===== config.mk =====
export PLATFORM = sky130hd
export DESIGN_NAME = adc_spi_responder
export DESIGN_NICKNAME = d
export VERILOG_FILES = /design/src/rtl/adc_spi_pkg.sv /design/src/rtl/sync_edge.sv /design/src/rtl/adc_spi_responder.sv
export SDC_FILE = /design/constraint.sdc
export NUM_CORES = 1
export LEC_CHECK = 0
export ABC_AREA = 1
export BUFFER_PORTS_ARGS = -buffer_cell sky130_fd_sc_hd__buf_2
export CAP_MARGIN = 20
export CORE_UTILIZATION = 40
export DETAILED_ROUTE_END_ITERATION = 7
export PLACE_DENSITY = 0.62
export SYNTH_ARGS = -nofsm -noshare
export SYNTH_HDL_FRONTEND = slang
export SYNTH_SLANG_ARGS = --single-unit

===== constraint.sdc =====
create_clock -name controlCLK -period 1.4 [get_ports controlCLK]
set_input_delay 0.14 -clock controlCLK [delete_from_list [all_inputs] [get_ports controlCLK]]
set_output_delay 0.14 -clock controlCLK [all_outputs]
set_load 0.005 [all_outputs]

===== src/rtl/adc_spi_pkg.sv =====
`default_nettype none
// ============================================================================
// Package : adc_spi_pkg
// Desc    : FSM state encoding and command constants shared by the ADC SPI
//           responder and its helpers.
// Rev     : 1.0  initial release
// ============================================================================
package adc_spi_pkg;

  localparam int CMD_BITS  = 3;
  localparam int CMD_CNT_W = $clog2(CMD_BITS);

  localparam logic [2:0] ST_IDLE  = 3'd0;
  localparam logic [2:0] ST_START = 3'd1;
  localparam logic [2:0] ST_CMD   = 3'd2;
  localparam logic [2:0] ST_NULLB = 3'd3;
  localparam logic [2:0] ST_DATA  = 3'd4;
  localparam logic [2:0] ST_TAIL  = 3'd5;

endpackage
`default_nettype wire


===== src/rtl/sync_edge.sv =====
`default_nettype none
// ============================================================================
// Module : sync_edge
// Desc   : Multi-flop synchroniser with rise/fall detection on its output.
// Rev    : 1.0  initial release
// ============================================================================
module sync_edge #(
  parameter int   STAGES  = 2,
  parameter logic RST_VAL = 1'b0
) (
  input  logic clk_i,
  input  logic rst_i,
  input  logic d_i,
  output logic rise_o,
  output logic fall_o
);

  logic [STAGES-1:0] sync_q;
  logic              prev_q;

  always_ff @(posedge clk_i or posedge rst_i) begin
    if (rst_i) begin
      sync_q <= {STAGES{RST_VAL}};
      prev_q <= RST_VAL;
    end else begin
      sync_q[0] <= d_i;
      for (int i = 1; i < STAGES; i++) begin
        sync_q[i] <= sync_q[i-1];
      end
      prev_q <= sync_q[STAGES-1];
    end
  end

  assign rise_o =  sync_q[STAGES-1] & ~prev_q;
  assign fall_o = ~sync_q[STAGES-1] &  prev_q;

endmodule
`default_nettype wire


===== src/rtl/adc_spi_responder.sv =====
`default_nettype none
// ============================================================================
// Module : adc_spi_responder
// Desc   : MCP3002-style SPI ADC responder, fully oversampled on controlCLK.
// Rev    : 1.0  initial release
// ============================================================================
module adc_spi_responder
  import adc_spi_pkg::*;
#(
  parameter int DATA_W      = 10,
  parameter int SYNC_STAGES = 2
) (
  input  logic              controlCLK,
  input  logic              rst,
  input  logic              CS,
  input  logic              SCLK,
  input  logic              DIN,
  output logic              DOUT,
  output logic              DOUT_OE,
  input  logic [DATA_W-1:0] ch0_sample,
  input  logic [DATA_W-1:0] ch1_sample,
  output logic              sample_req,
  output logic              sel_ch,
  output logic              busy,
  output logic              cmd_err
);

  localparam int BIT_W = (DATA_W > 1) ? $clog2(DATA_W) : 1;

  logic [SYNC_STAGES-1:0] cs_sync_q;
  logic [SYNC_STAGES-1:0] din_sync_q;
  logic [SYNC_STAGES-1:0] settle_q;
  logic                   sclk_rise;
  logic                   sclk_fall;
  logic                   cs_s;
  logic                   din_s;

  logic [2:0]           state_q,   state_d;
  logic [CMD_CNT_W-1:0] cmd_cnt_q, cmd_cnt_d;
  logic [BIT_W-1:0]     bit_cnt_q, bit_cnt_d;
  logic [DATA_W-1:0]    sr_q,      sr_d;
  logic                 msbf_q,    msbf_d;
  logic                 sel_ch_q,  sel_ch_d;
  logic                 dout_q,    dout_d;
  logic                 oe_q,      oe_d;
  logic                 req_q,     req_d;
  logic                 err_q,     err_d;
  logic                 armed_q,   armed_d;
  logic [DATA_W-1:0]    sr_rot;

  sync_edge #(
    .STAGES  (SYNC_STAGES),
    .RST_VAL (1'b0)
  ) u_sclk_sync (
    .clk_i  (controlCLK),
    .rst_i  (rst),
    .d_i    (SCLK),
    .rise_o (sclk_rise),
    .fall_o (sclk_fall)
  );

  // settle_q fills with ones once the reset values have flushed out of the chains
  always_ff @(posedge controlCLK or posedge rst) begin
    if (rst) begin
      cs_sync_q  <= '1;
      din_sync_q <= '0;
      settle_q   <= '0;
    end else begin
      cs_sync_q[0]  <= CS;
      din_sync_q[0] <= DIN;
      settle_q[0]   <= 1'b1;
      for (int i = 1; i < SYNC_STAGES; i++) begin
        cs_sync_q[i]  <= cs_sync_q[i-1];
        din_sync_q[i] <= din_sync_q[i-1];
        settle_q[i]   <= settle_q[i-1];
      end
    end
  end

  assign cs_s   = cs_sync_q[SYNC_STAGES-1];
  assign din_s  = din_sync_q[SYNC_STAGES-1];
  assign sr_rot = {sr_q[DATA_W-2:0], sr_q[DATA_W-1]};

  always_comb begin
    state_d   = state_q;
    cmd_cnt_d = cmd_cnt_q;
    bit_cnt_d = bit_cnt_q;
    sr_d      = sr_q;
    msbf_d    = msbf_q;
    sel_ch_d  = sel_ch_q;
    dout_d    = dout_q;
    oe_d      = oe_q;
    req_d     = 1'b0;
    err_d     = err_q;
    // A frame may only start after CS has been seen high since reset
    armed_d   = armed_q | (settle_q[SYNC_STAGES-1] & cs_s);

    if (state_q != ST_IDLE && cs_s) begin
      state_d = ST_IDLE;
      sr_d    = '0;
      dout_d  = 1'b0;
      oe_d    = 1'b0;
      if (state_q == ST_CMD || state_q == ST_NULLB || state_q == ST_DATA) begin
        err_d = 1'b1;
      end
    end else begin
      case (state_q)
        ST_IDLE: begin
          dout_d = 1'b0;
          oe_d   = 1'b0;
          if (!cs_s && armed_q) begin
            state_d = ST_START;
          end
        end
        ST_START: begin
          if (sclk_rise && din_s) begin
            state_d   = ST_CMD;
            cmd_cnt_d = '0;
          end
        end
        ST_CMD: begin
          if (sclk_rise) begin
            cmd_cnt_d = cmd_cnt_q + CMD_CNT_W'(1);
            if (cmd_cnt_q == CMD_CNT_W'(1)) begin
              sel_ch_d = din_s;
            end
            if (cmd_cnt_q == CMD_CNT_W'(CMD_BITS-1)) begin
              msbf_d  = din_s;
              sr_d    = sel_ch_q ? ch1_sample : ch0_sample;
              req_d   = 1'b1;
              state_d = ST_NULLB;
            end
          end
        end
        ST_NULLB: begin
          if (sclk_fall) begin
            dout_d    = 1'b0;
            oe_d      = 1'b1;
            bit_cnt_d = '0;
            state_d   = ST_DATA;
          end
        end
        ST_DATA: begin
          if (sclk_fall) begin
            dout_d    = sr_q[DATA_W-1];
            sr_d      = sr_rot;
            bit_cnt_d = bit_cnt_q + BIT_W'(1);
            // After a full rotation sr_rot is the original word again
            if (bit_cnt_q == BIT_W'(DATA_W-1)) begin
              sr_d    = msbf_q ? '0 : (sr_rot >> 1);
              state_d = ST_TAIL;
            end
          end
        end
        ST_TAIL: begin
          if (sclk_fall) begin
            dout_d = sr_q[0];
            sr_d   = sr_q >> 1;
          end
        end
        default: begin
          state_d = ST_IDLE;
          dout_d  = 1'b0;
          oe_d    = 1'b0;
        end
      endcase
    end
  end

  always_ff @(posedge controlCLK or posedge rst) begin
    if (rst) begin
      state_q   <= ST_IDLE;
      cmd_cnt_q <= '0;
      bit_cnt_q <= '0;
      sr_q      <= '0;
      msbf_q    <= 1'b0;
      sel_ch_q  <= 1'b0;
      dout_q    <= 1'b0;
      oe_q      <= 1'b0;
      req_q     <= 1'b0;
      err_q     <= 1'b0;
      armed_q   <= 1'b0;
    end else begin
      state_q   <= state_d;
      cmd_cnt_q <= cmd_cnt_d;
      bit_cnt_q <= bit_cnt_d;
      sr_q      <= sr_d;
      msbf_q    <= msbf_d;
      sel_ch_q  <= sel_ch_d;
      dout_q    <= dout_d;
      oe_q      <= oe_d;
      req_q     <= req_d;
      err_q     <= err_d;
      armed_q   <= armed_d;
    end
  end

  assign DOUT       = dout_q;
  assign DOUT_OE    = oe_q;
  assign sample_req = req_q;
  assign sel_ch     = sel_ch_q;
  assign busy       = (state_q != ST_IDLE);
  assign cmd_err    = err_q;

endmodule
`default_nettype wire


# Word-level counts from Yosys, hierarchy flattened
# Cells that the tools add are included.
classes:
  add_sub_neg: 2
  multipliers: 0
  n_div: 0
  n_lt_le_gt_ge: 0
  n_eq_ne: 24
  shift: 0
  muxes: 36
  n_bitwise: 7
  n_reduce_logical: 23
op_table:
  columns: ["op", "n"]
  rows:
  - ["$mux W10", 7]
  - ["$pmux W10 S3", 1]
  - ["$mux W3", 8]
  - ["$reduce_and A4 Y1", 5]
  - ["$ne A3 B3 Y1 const B", 6]
  - ["$pmux W3 S6", 1]
  - ["$mux W1", 10]
  - ["$ne A2 B2 Y1 const B", 5]
  - ["$mux W9", 1]
  - ["$mux W4", 2]
  - ["$pmux W4 S2", 1]
  - ["$reduce_and A8 Y1", 1]
  - ["$eq A3 B2 Y1 const B", 2]
  - ["$eq A3 B3 Y1 const B", 2]
  - ["$ne A3 B2 Y1 const B", 2]
  - ["$reduce_and A6 Y1", 1]
  - ["$reduce_and A5 Y1", 1]
  - ["$add A4 B1 Y4 const B", 1]
  - ["$eq A4 B4 Y1 const B", 1]
  - ["$mux W2", 2]
  - ["$ne A2 B1 Y1 const B", 2]
  - ["$ne A4 B4 Y1 const B", 1]
  - ["$pmux W1 S4", 1]
  - ["$pmux W2 S2", 1]
  - ["18 further kinds", 27]
word_totals:
  register_bits: 35
  latch_bits: 0
  ramBits: 0
  mem_bits_ro: 0
  in_bits: 25
  output_inout_bits: 6
  word_cells: 109
  n_memories: 0

# Depth between registers and ports, before layout
# Gate-level depths: netlist (run 1).
depth:
  depth_word: 6
  depth_mapped: 10
  mapped_depth_nobuf: 10

# Modules after synthesis
# A second synthesis (run 1) with hierarchy kept.
hier_totals:
  hier_cells: 307
  hier_area_um2: 2218.4
by_module_without_submodules:
  columns: ["mod", "instances", "cells_each", "area_per_inst_um2", "seq_area_each_um2"]
  rows:
  - ["adc_spi_responder", 1, 299, 2124.5, 803.3]
  - ["sync_edge", 1, 8, 93.8, 75.1]

# Worst setup path after synthesis (run 1)
# No wires, ideal clock.
synth_path:
  kind: "register to register"
  from: "reg bit_cnt_q[0]"
  to: "reg sr_q[0]"
  setup_time_ns: 0.118
  t_arrival_ns: 1.351
  required_ns: 1.282
  setup_slack_ns: -0.070
  stages_incl_launch_ff: 8
  path_buffers: 0
  period_less_slack_ns: 1.470
  cell_sequence: "dfrtp_1 -> ha_1 -> nand3_1 -> inv_1 -> nand3_2 -> nand3_2 -> nand2_1 -> nand2_1"
synth_via:
  elab_chain_len: 5
  word_cells_on_any_way: 7
  classes_between: "eq/ne (2); mux (4); reduce/logical (1)"
synth_lines:
  columns: ["element", "line", "source"]
  rows:
  - ["start, declared", "adc_spi_responder.sv:40", "logic [BIT_W-1:0] bit_cnt_q, bit_cnt_d;"]
  - ["start signal, assigned", "adc_spi_responder.sv:186", "bit_cnt_q <= bit_cnt_d;"]
  - ["$eq A4 B4 Y1 (*)", "adc_spi_responder.sv:149", "if (bit_cnt_q == BIT_W'(DATA_W-1)) begin"]
  - ["$mux W10", "adc_spi_responder.sv:149", null]
  - ["$mux W10", "adc_spi_responder.sv:144", "if (sclk_fall) begin"]
  - ["$pmux W10 S3", "adc_spi_responder.sv:107", "case (state_q)"]
  - ["$mux W10", "adc_spi_responder.sv:98", "if (state_q != ST_IDLE && cs_s) begin"]
  - ["end signal, assigned", "adc_spi_responder.sv:187", "sr_q <= sr_d;"]
  - ["end, declared", "adc_spi_responder.sv:41", "logic [DATA_W-1:0] sr_q, sr_d;"]
# Every way passes the cells marked *; elsewhere a longest branch is shown, timed or not. The select of a mux whose other input is x is not followed.
# A chain may end at the register's enable or synchronous reset.

# Worst setup path in the final report (run 1)
layout_path:
  from: "reg cs_sync_q[1]"
  to: "reg sr_q[8]"
layout_via:
  elab_chain_len: 3
  word_cells_on_any_way: 9
  classes_between: "eq/ne (5); mux (1); reduce/logical (3)"
layout_lines:
  columns: ["element", "line", "source"]
  rows:
  - ["start, declared", "adc_spi_responder.sv:30", "logic [SYNC_STAGES-1:0] cs_sync_q;"]
  - ["start signal, assigned by index", "adc_spi_responder.sv:73", "cs_sync_q[i] <= cs_sync_q[i-1];"]
  - ["$logic_and A1 B1 Y1 (*)", "adc_spi_responder.sv:98", null]
  - ["$ne A4 B4 Y1 (no source line), or another cell as far along", null, null]
  - ["$reduce_and A6 Y1 (no source line)", null, null]
# Every way passes the cells marked *; elsewhere a longest branch is shown, timed or not.

==> results of run 1 <==
[per-layer routing]
layer | up-vias | part of all wire [%]
met5 | - | 0
met4 | 0 | 2.1
met3 | 10 | 4.9
met2 | 62 | 49
met1 | 1034 | 44
li1 | 1120 | -
[cell type report]
cell class / instances / area [um2] / share of cell area, %
well taps: 67 / 83.8 / 2.73
multi-input cells: 219 / 1210 / 39.2
inverters: 35 / 136 / 4.44
repair buffers: 87 / 633 / 20.6
flip-flops and latches: 35 / 882 / 28.7
clock inverters: 2 / 60.1 / 1.95
clock buffers: 6 / 72.6 / 2.36
[worst register-to-register path, stage by stage (launching register included)]
cell,delay [ns]
dfstp_2,0.57
inv_2,0.07
nand4_1,0.16
buf_4,0.14
nand3_2,0.13
nor2_4,0.20
nand3_1,0.10
nand2_1,0.07
[final timing paths]
path / startpoint / endpoint / cells past startpoint
max: cs_sync_q[1]$_DFF_PP1_ / sr_q[8]$_DFFE_PP0P_ / 7
min: ch0_sample[1] / sr_q[1]$_DFFE_PP0P_ / 7
max reg2reg: cs_sync_q[1]$_DFF_PP1_ / sr_q[8]$_DFFE_PP0P_ / 7
min reg2reg: din_sync_q[0]$_DFF_PP0_ / din_sync_q[1]$_DFF_PP0_ / 0
max in group asynchronous: rst / cs_sync_q[1]$_DFF_PP1_ / 4
min in group asynchronous: rst / cmd_err$_DFFE_PP0P_ / 4
[per-stage QoR]
step | hold WS [ns] | TNS, ns | setup WS [ns] | utilization [%] | total power, mW
2_1_floorplan | 0.144 | 0 | 0.0132 | - | 2.97
6_report | 0.310 | -1.18 | -0.108 | 63.0 | 5.52
5_1_grt | 0.337 | -2.60 | -0.170 | 63.0 | 5.90
4_1_cts | 0.309 | -0.570 | -0.0723 | 60.6 | 5.25
3_3_place_gp | 0.246 | -2.53 | -0.198 | 53.3 | 3.75
3_5_place_dp | 0.246 | -2.85 | -0.237 | 53.3 | 3.77
[synth_stat cells (2+ instances only)]
| library cell | instances | area (um2) |
|---|---|---|
| dfstp_2 | 2 | 52.6 |
| nor2_4 | 2 | 22.5 |
| o21ai_1 | 2 | 10.0 |
| nand3_1 | 50 | 250 |
| inv_1 | 30 | 113 |
| buf_6 | 3 | 33.8 |
| nand4_1 | 3 | 18.8 |
| o21ai_0 | 10 | 50.1 |
| a21oi_1 | 3 | 15.0 |
| nor2_2 | 3 | 18.8 |
| inv_2 | 4 | 15.0 |
| ha_1 | 4 | 50.1 |
| o21ai_2 | 2 | 17.5 |
| nor2_1 | 10 | 37.5 |
| nand3_2 | 2 | 20.0 |
| buf_2 | 3 | 15.0 |
| o31ai_1 | 3 | 22.5 |
| nand2_1 | 113 | 424 |
| dfrtp_1 | 33 | 826 |
| nand2_2 | 4 | 25.0 |
[placed cells by master (no fill, tap or decap), types with 7 or more instances in the layout]
cell type  synthesis  routed
nand3_1           50      42
o21ai_1            2      11
buf_2              3      29
nand2_1          113     106
nand3_2            2       7
dfrtp_1           33      30
nor2_4             2       9
inv_1             30      27
buf_6              3       8
buf_4              0      45
nand2_2            4       8
[flip-flops by register name, indices dropped and copies added (netlist names)]
signal,count
DOUT,1
DOUT_OE,1
armed_q,1
bit_cnt_q,4
cmd_cnt_q,2
cmd_err,1
cs_sync_q,2
din_sync_q,2
msbf_q,1
sample_req,1
sel_ch,1
settle_q,2
sr_q,10
state_q,3
u_sclk_sync.prev_q,1
u_sclk_sync.sync_q,2
[logic make-up (layout without fill, tap and decap cells)]
kind of cell	count (synthesis)	after routing
adders and majority gates	4	4
other	1	1
xor gates and xnor gates	1	1
DFF	35	35
and+or+nand+nor	188	190
buffers and inverters	42	130
AOI/OAI and AO/OA	23	23
[where the power goes]
part	total (mW)	internal [mW]	switching, mW
clock network	1.08	0.712	0.369
registers	1.49	1.27	0.216
logic	2.95	1.28	1.67
[what timing repair did]
| item | 4_1_cts | 5_1_grt |
|---|---|---|
| pin swaps | 7 | 17 |
| endpoints found under the hold margin | 36 | 0 |
| buffers inserted | 6 | 6 |
| setup endpoints to repair | 22 | 24 |
| gates cloned | 2 | 0 |
| resized for setup | 35 | 29 |
| hold buffers | 4 | 0 |
==> flow_metrics.tcl, run 1 <==
set metrics [dict create \
    synth-async-reset-ratio_pct 100 \
    drtPass1Iterations 4 \
    clockBufferDepth 2 \
    cpMaxStageDelayCell "dfstp_2" \
    cts_tree "done" \
    die_y_um 74.2 \
    yosysWarnings 0 \
    drv_cap 0 \
    rsz0062_at_grt "yes" \
    clkTransAtPathRegs_ns 0.07 \
    grt-ovfl-total 0 \
    status "complete, but fails checks" \
    die_w_um 74.2 \
    synth-compound-area-share_pct 6.54 \
    synth_seq_area_share_pct 42.1 \
    design_area_um2 3070 \
    fp.dieArea_um2 5500 \
    synth_top_family_by_area "simple AND/OR/NAND/NOR gates" \
    hpwl_um 3950 \
    critPathBufInv 2 \
    met3_usage_pct 4.20 \
    grt_pass1_vias 2035 \
    maxSlewViolCount 0 \
    cellLeakagePower_nw 1.67 \
    hold_path_class "in -> reg" \
    synth_flop_cell "dfrtp_1" \
    synth-simple-area-share_pct 39.5 \
    dp.cells 426 \
    max_freq_mhz 663 \
    drive_above_1_share_pct 37.2 \
    vias 2226 \
    drc 0 \
    port-buffer-count 30 \
    synthCells 294 \
    track_usage_pct 22.5 \
    synth_area_per_cell_um2 7.09 \
    numCtsBuffers 5 \
    dpl_cell_area_um2 2600 \
    synth-edff-count 0 \
    finalWorstSetupSlack_ns -0.108 \
    grt_pass1_wl_um 9210 \
    cp_top_family "simple AND/OR/NAND/NOR gates" \
    clock-root-buffer "clkbuf_8" \
    gp_congestion 0.918 \
    start_util_pct 42.7 \
    drt-total-wl_um 5660 \
    period_minus_slack_ns 1.51 \
    cp_max_fo 6 \
    rows 25 \
    crit_required_ns 1.64 \
    synth_area_um2 2080 \
    critPathCaptureType "register" \
    skew_ns 0.00749 \
    cts-htree-levels 2 \
    finalSetupViolCount 16 \
    violations "negative setup slack" \
    drtIter0Drc 162 \
    core_area_um2 4880 \
    critPathLaunchType "register" \
    muxShareOfSynthArea_pct 0 \
    grt_max_degree 36 \
    antenna_found_initial 0 \
    cellPowerDensity_nw_per_um2 1800 \
    final-instance-count-excl-fill 451 \
    areaGrowthSynthToFinish_pct 47.5 \
    insertedDiodeCount 0 \
    synth_cell_types 28 \
    hold_viol_final 0 \
    met1_usage_pct 27.1 \
    synthXorXnorAreaFrac_pct 0.420 \
    io_pins 31 \
    synthAdderAreaFrac_pct 2.40 \
    final_nets 412 \
    synth-seq-cells 35 \
    path_class "reg -> reg" \
    grtUsageMet2_pct 39.8 \
    grt-busiest-layer "met2" \
    cp.arrival_ns 1.75 \
    fill_cells 447 \
    syn_nets 323 \
    final_antenna_net_count 0 \
    wire_per_inst_um 12.6 \
    cp_cell_sequence "inv_2 > nand4_1 > buf_4 > nand3_2 > nor2_4 > nand3_1 > nand2_1" \
    insertion_delay_ns 0.30 \
    via_per_inst 4.94 \
    clock-sinks 35 \
    cpPeakStageDelay_ns 0.57 \
    r2r_slack_ns -0.11 \
    irDropWorstVdd_v 0.00102 \
    min_period_over_period_pct 108 \
]
No activity file was read; power rests on OpenSTA's default activity.
==> inputs of run 2 (changes only) <==
--- a/config.mk
+++ b/config.mk
@@ -9,6 +9,7 @@
 export BUFFER_PORTS_ARGS = -buffer_cell sky130_fd_sc_hd__buf_2
 export CAP_MARGIN = 20
 export CORE_UTILIZATION = 40
+export CTS_CLUSTER_SIZE = 24
 export DETAILED_ROUTE_END_ITERATION = 7
 export PLACE_DENSITY = 0.62
 export SYNTH_ARGS = -nofsm -noshare
==> constraint.sdc (replaced) <==
create_clock -name controlCLK -period 1.3 [get_ports controlCLK]
set_input_delay 0.13 -clock controlCLK [delete_from_list [all_inputs] [get_ports controlCLK]]
set_output_delay 0.13 -clock controlCLK [all_outputs]
set_load 0.005 [all_outputs]
==> run 2 against run 1 <==
Effect of this change:
- largest cell class unchanged
- critical path depth increased by 1
- core utilization increased by 0.95 points
- the run still ends with negative setup slack left
- register-to-register slack got worse by 0.07 ns
- non-clock buffer count increased by 2
- cell count increased by 0.22%
- sequential cell count unchanged
- worst hold slack got worse by 0.0095 ns
- setup slack got worse by 0.066 ns
- combinational power increased by 12%
- sequential share of layout area decreased by 0.43 points
- wire length increased by 3.2%
- critical endpoint is now state_q[2]$_DFFE_PP0P_
- global-route usage increased by 0.59 points
==> flow_metrics.tcl, run 2 (synthesis results as in run 1) <==
set metrics [dict create \
    met3_length_um 223 \
    hpwl_um 4080 \
    post-route-util_pct 63.9 \
    skew_ns 0.00777 \
    cpPeakStageDelay_ns 0.45 \
    clkTransAtPathRegs_ns 0.09 \
    grt-ovfl-total 0 \
    clockBufferDepth 2 \
    clock-root-buffer "clkbuf_8" \
    dp.cells 430 \
    violations "negative setup slack" \
    hold_viol_final 0 \
    fp.dieArea_um2 5500 \
    insertedDiodeCount 0 \
    grt_max_degree 36 \
    drtPass1Iterations 4 \
    largest_reg_flops 10 \
    rsz0062_at_grt "yes" \
    finalSetupViolCount 21 \
    drtIter0Drc 151 \
    hold_path_class "in -> reg" \
    insertion_delay_ns 0.30 \
    final-instance-count-excl-fill 452 \
    track_usage_pct 23.0 \
    cp_top_family "simple AND/OR/NAND/NOR gates" \
    cp_cell_sequence "inv_2 > nand2_4 > nor2_4 > nand2_1 > o21ai_2 > nor2_2 > nand3_1 > nand2_1" \
    numCtsBuffers 5 \
    grt_pass1_vias 2205 \
    cpMaxStageDelayCell "dfrtp_2" \
    irDropWorstVdd_v 0.000853 \
    critPathCaptureType "register" \
    drv_cap 0 \
    io_pins 31 \
    dr.max_layer_used "met4" \
    min_period_over_period_pct 113 \
    gp_congestion 0.898 \
    final_nets 413 \
    wire_per_inst_um 12.9 \
    drc 0 \
    core_area_um2 4880 \
    fill_cells 443 \
    vias 2231 \
    maxSlewViolCount 0 \
    dpl_cell_area_um2 2740 \
    period_minus_slack_ns 1.47 \
    port-buffer-count 30 \
    final_antenna_net_count 0 \
    via_per_inst 4.94 \
    wl_met2_um 2800 \
    cellLeakagePower_nw 1.66 \
    setup_tns_ns -2.43 \
    finalWorstSetupSlack_ns -0.174 \
    die_y_um 74.2 \
    design_area_um2 3120 \
    grt_pass1_wl_um 9560 \
    cellPowerDensity_nw_per_um2 1850 \
    cts_tree "done" \
    biggestRegsByFlops "sr_q x10, bit_cnt_q x4, state_q x3" \
    drive_above_1_share_pct 41.3 \
    die_w_um 74.2 \
    start_util_pct 42.7 \
    status "complete, but fails checks" \
    wl_met1_um 2640 \
    rows 25 \
    crit_required_ns 1.49 \
    path_class "reg -> reg" \
    final_common_cell "nand2_1" \
    drt-total-wl_um 5840 \
    cp_max_fo 5 \
    max_freq_mhz 678 \
    path_common_cell "nand2_1" \
    cts-htree-levels 2 \
    final_cell_mix "106 x nand2_1, 45 x buf_4, 33 x nand3_1" \
    clock-sinks 35 \
    critPathBufInv 1 \
    cp.arrival_ns 1.66 \
    regMostFlops "sr_q" \
    antenna_found_initial 0 \
    p_total_mw 5.78 \
    areaGrowthSynthToFinish_pct 49.7 \
    critPathLaunchType "register" \
]
[run 2: stage by stage]
stage | setup slack (ns) | hold WS (ns)
5_1_grt | -0.263 | 0.363
6_report | -0.174 | 0.301
3_3_place_gp | -0.212 | 0.187
2_1_floorplan | -0.0430 | 0.134
3_5_place_dp | -0.207 | 0.195
4_1_cts | -0.149 | 0.308
[run 2: routing by layer]
metal	global-route usage (%)	vias up
met5	0	-
li1	-	1114
met1	27.2	1034
met3	4.61	17
met2	40.0	66
met4	11.1	0
[run 2: layout make-up]
cell class | count | area (um2) | area share, %
multi-input combinational | 218 | 1260 | 40.3
sequential | 35 | 882 | 28.3
timing repair buffer | 89 | 667 | 21.4
inverter | 35 | 136 | 4.37
tap | 67 | 83.8 | 2.69
clock buffer | 5 | 68.8 | 2.21
clock inverter | 3 | 23.8 | 0.762
[run 2: where the power goes]
part           switching, mW  internal [mW]  total, mW
Combinational           1.84           1.48       3.31
Clock                  0.468          0.383      0.852
Sequential             0.249           1.37       1.62
[run 2: path summary, 6_finish.rpt]
| check | endpoint | slack (ns) | cells past startpoint | from |
|---|---|---|---|---|
| max in group asynchronous | cs_sync_q[0]$_DFF_PP1_ | 0.64 | 4 | rst |
| min in group asynchronous | sr_q[0]$_DFFE_PP0P_ | 0.41 | 4 | rst |
| min reg2reg | din_sync_q[1]$_DFF_PP0_ | 0.35 | 0 | din_sync_q[0]$_DFF_PP0_ |
| max | state_q[2]$_DFFE_PP0P_ | -0.17 | 8 | state_q[2]$_DFFE_PP0P_ |
| min | sr_q[9]$_DFFE_PP0P_ | 0.30 | 7 | ch0_sample[9] |
| max reg2reg | state_q[2]$_DFFE_PP0P_ | -0.17 | 8 | state_q[2]$_DFFE_PP0P_ |
[run 2: what timing repair did]
action                                  CTS  global route
pin swaps                                 9             5
gates cloned                              1             1
gates resized for setup                  34            23
endpoints found under the hold margin    36             0
hold buffers                              4             0
buffers inserted                          7             1
endpoints found under the setup margin   26            26
[run 2: worst register-to-register path, stage by stage (launching register included)]
cell	delay, ns
dfrtp_2	0.45
inv_2	0.13
nand2_4	0.08
nor2_4	0.15
nand2_1	0.15
o21ai_2	0.19
nor2_2	0.07
nand3_1	0.08
nand2_1	0.06
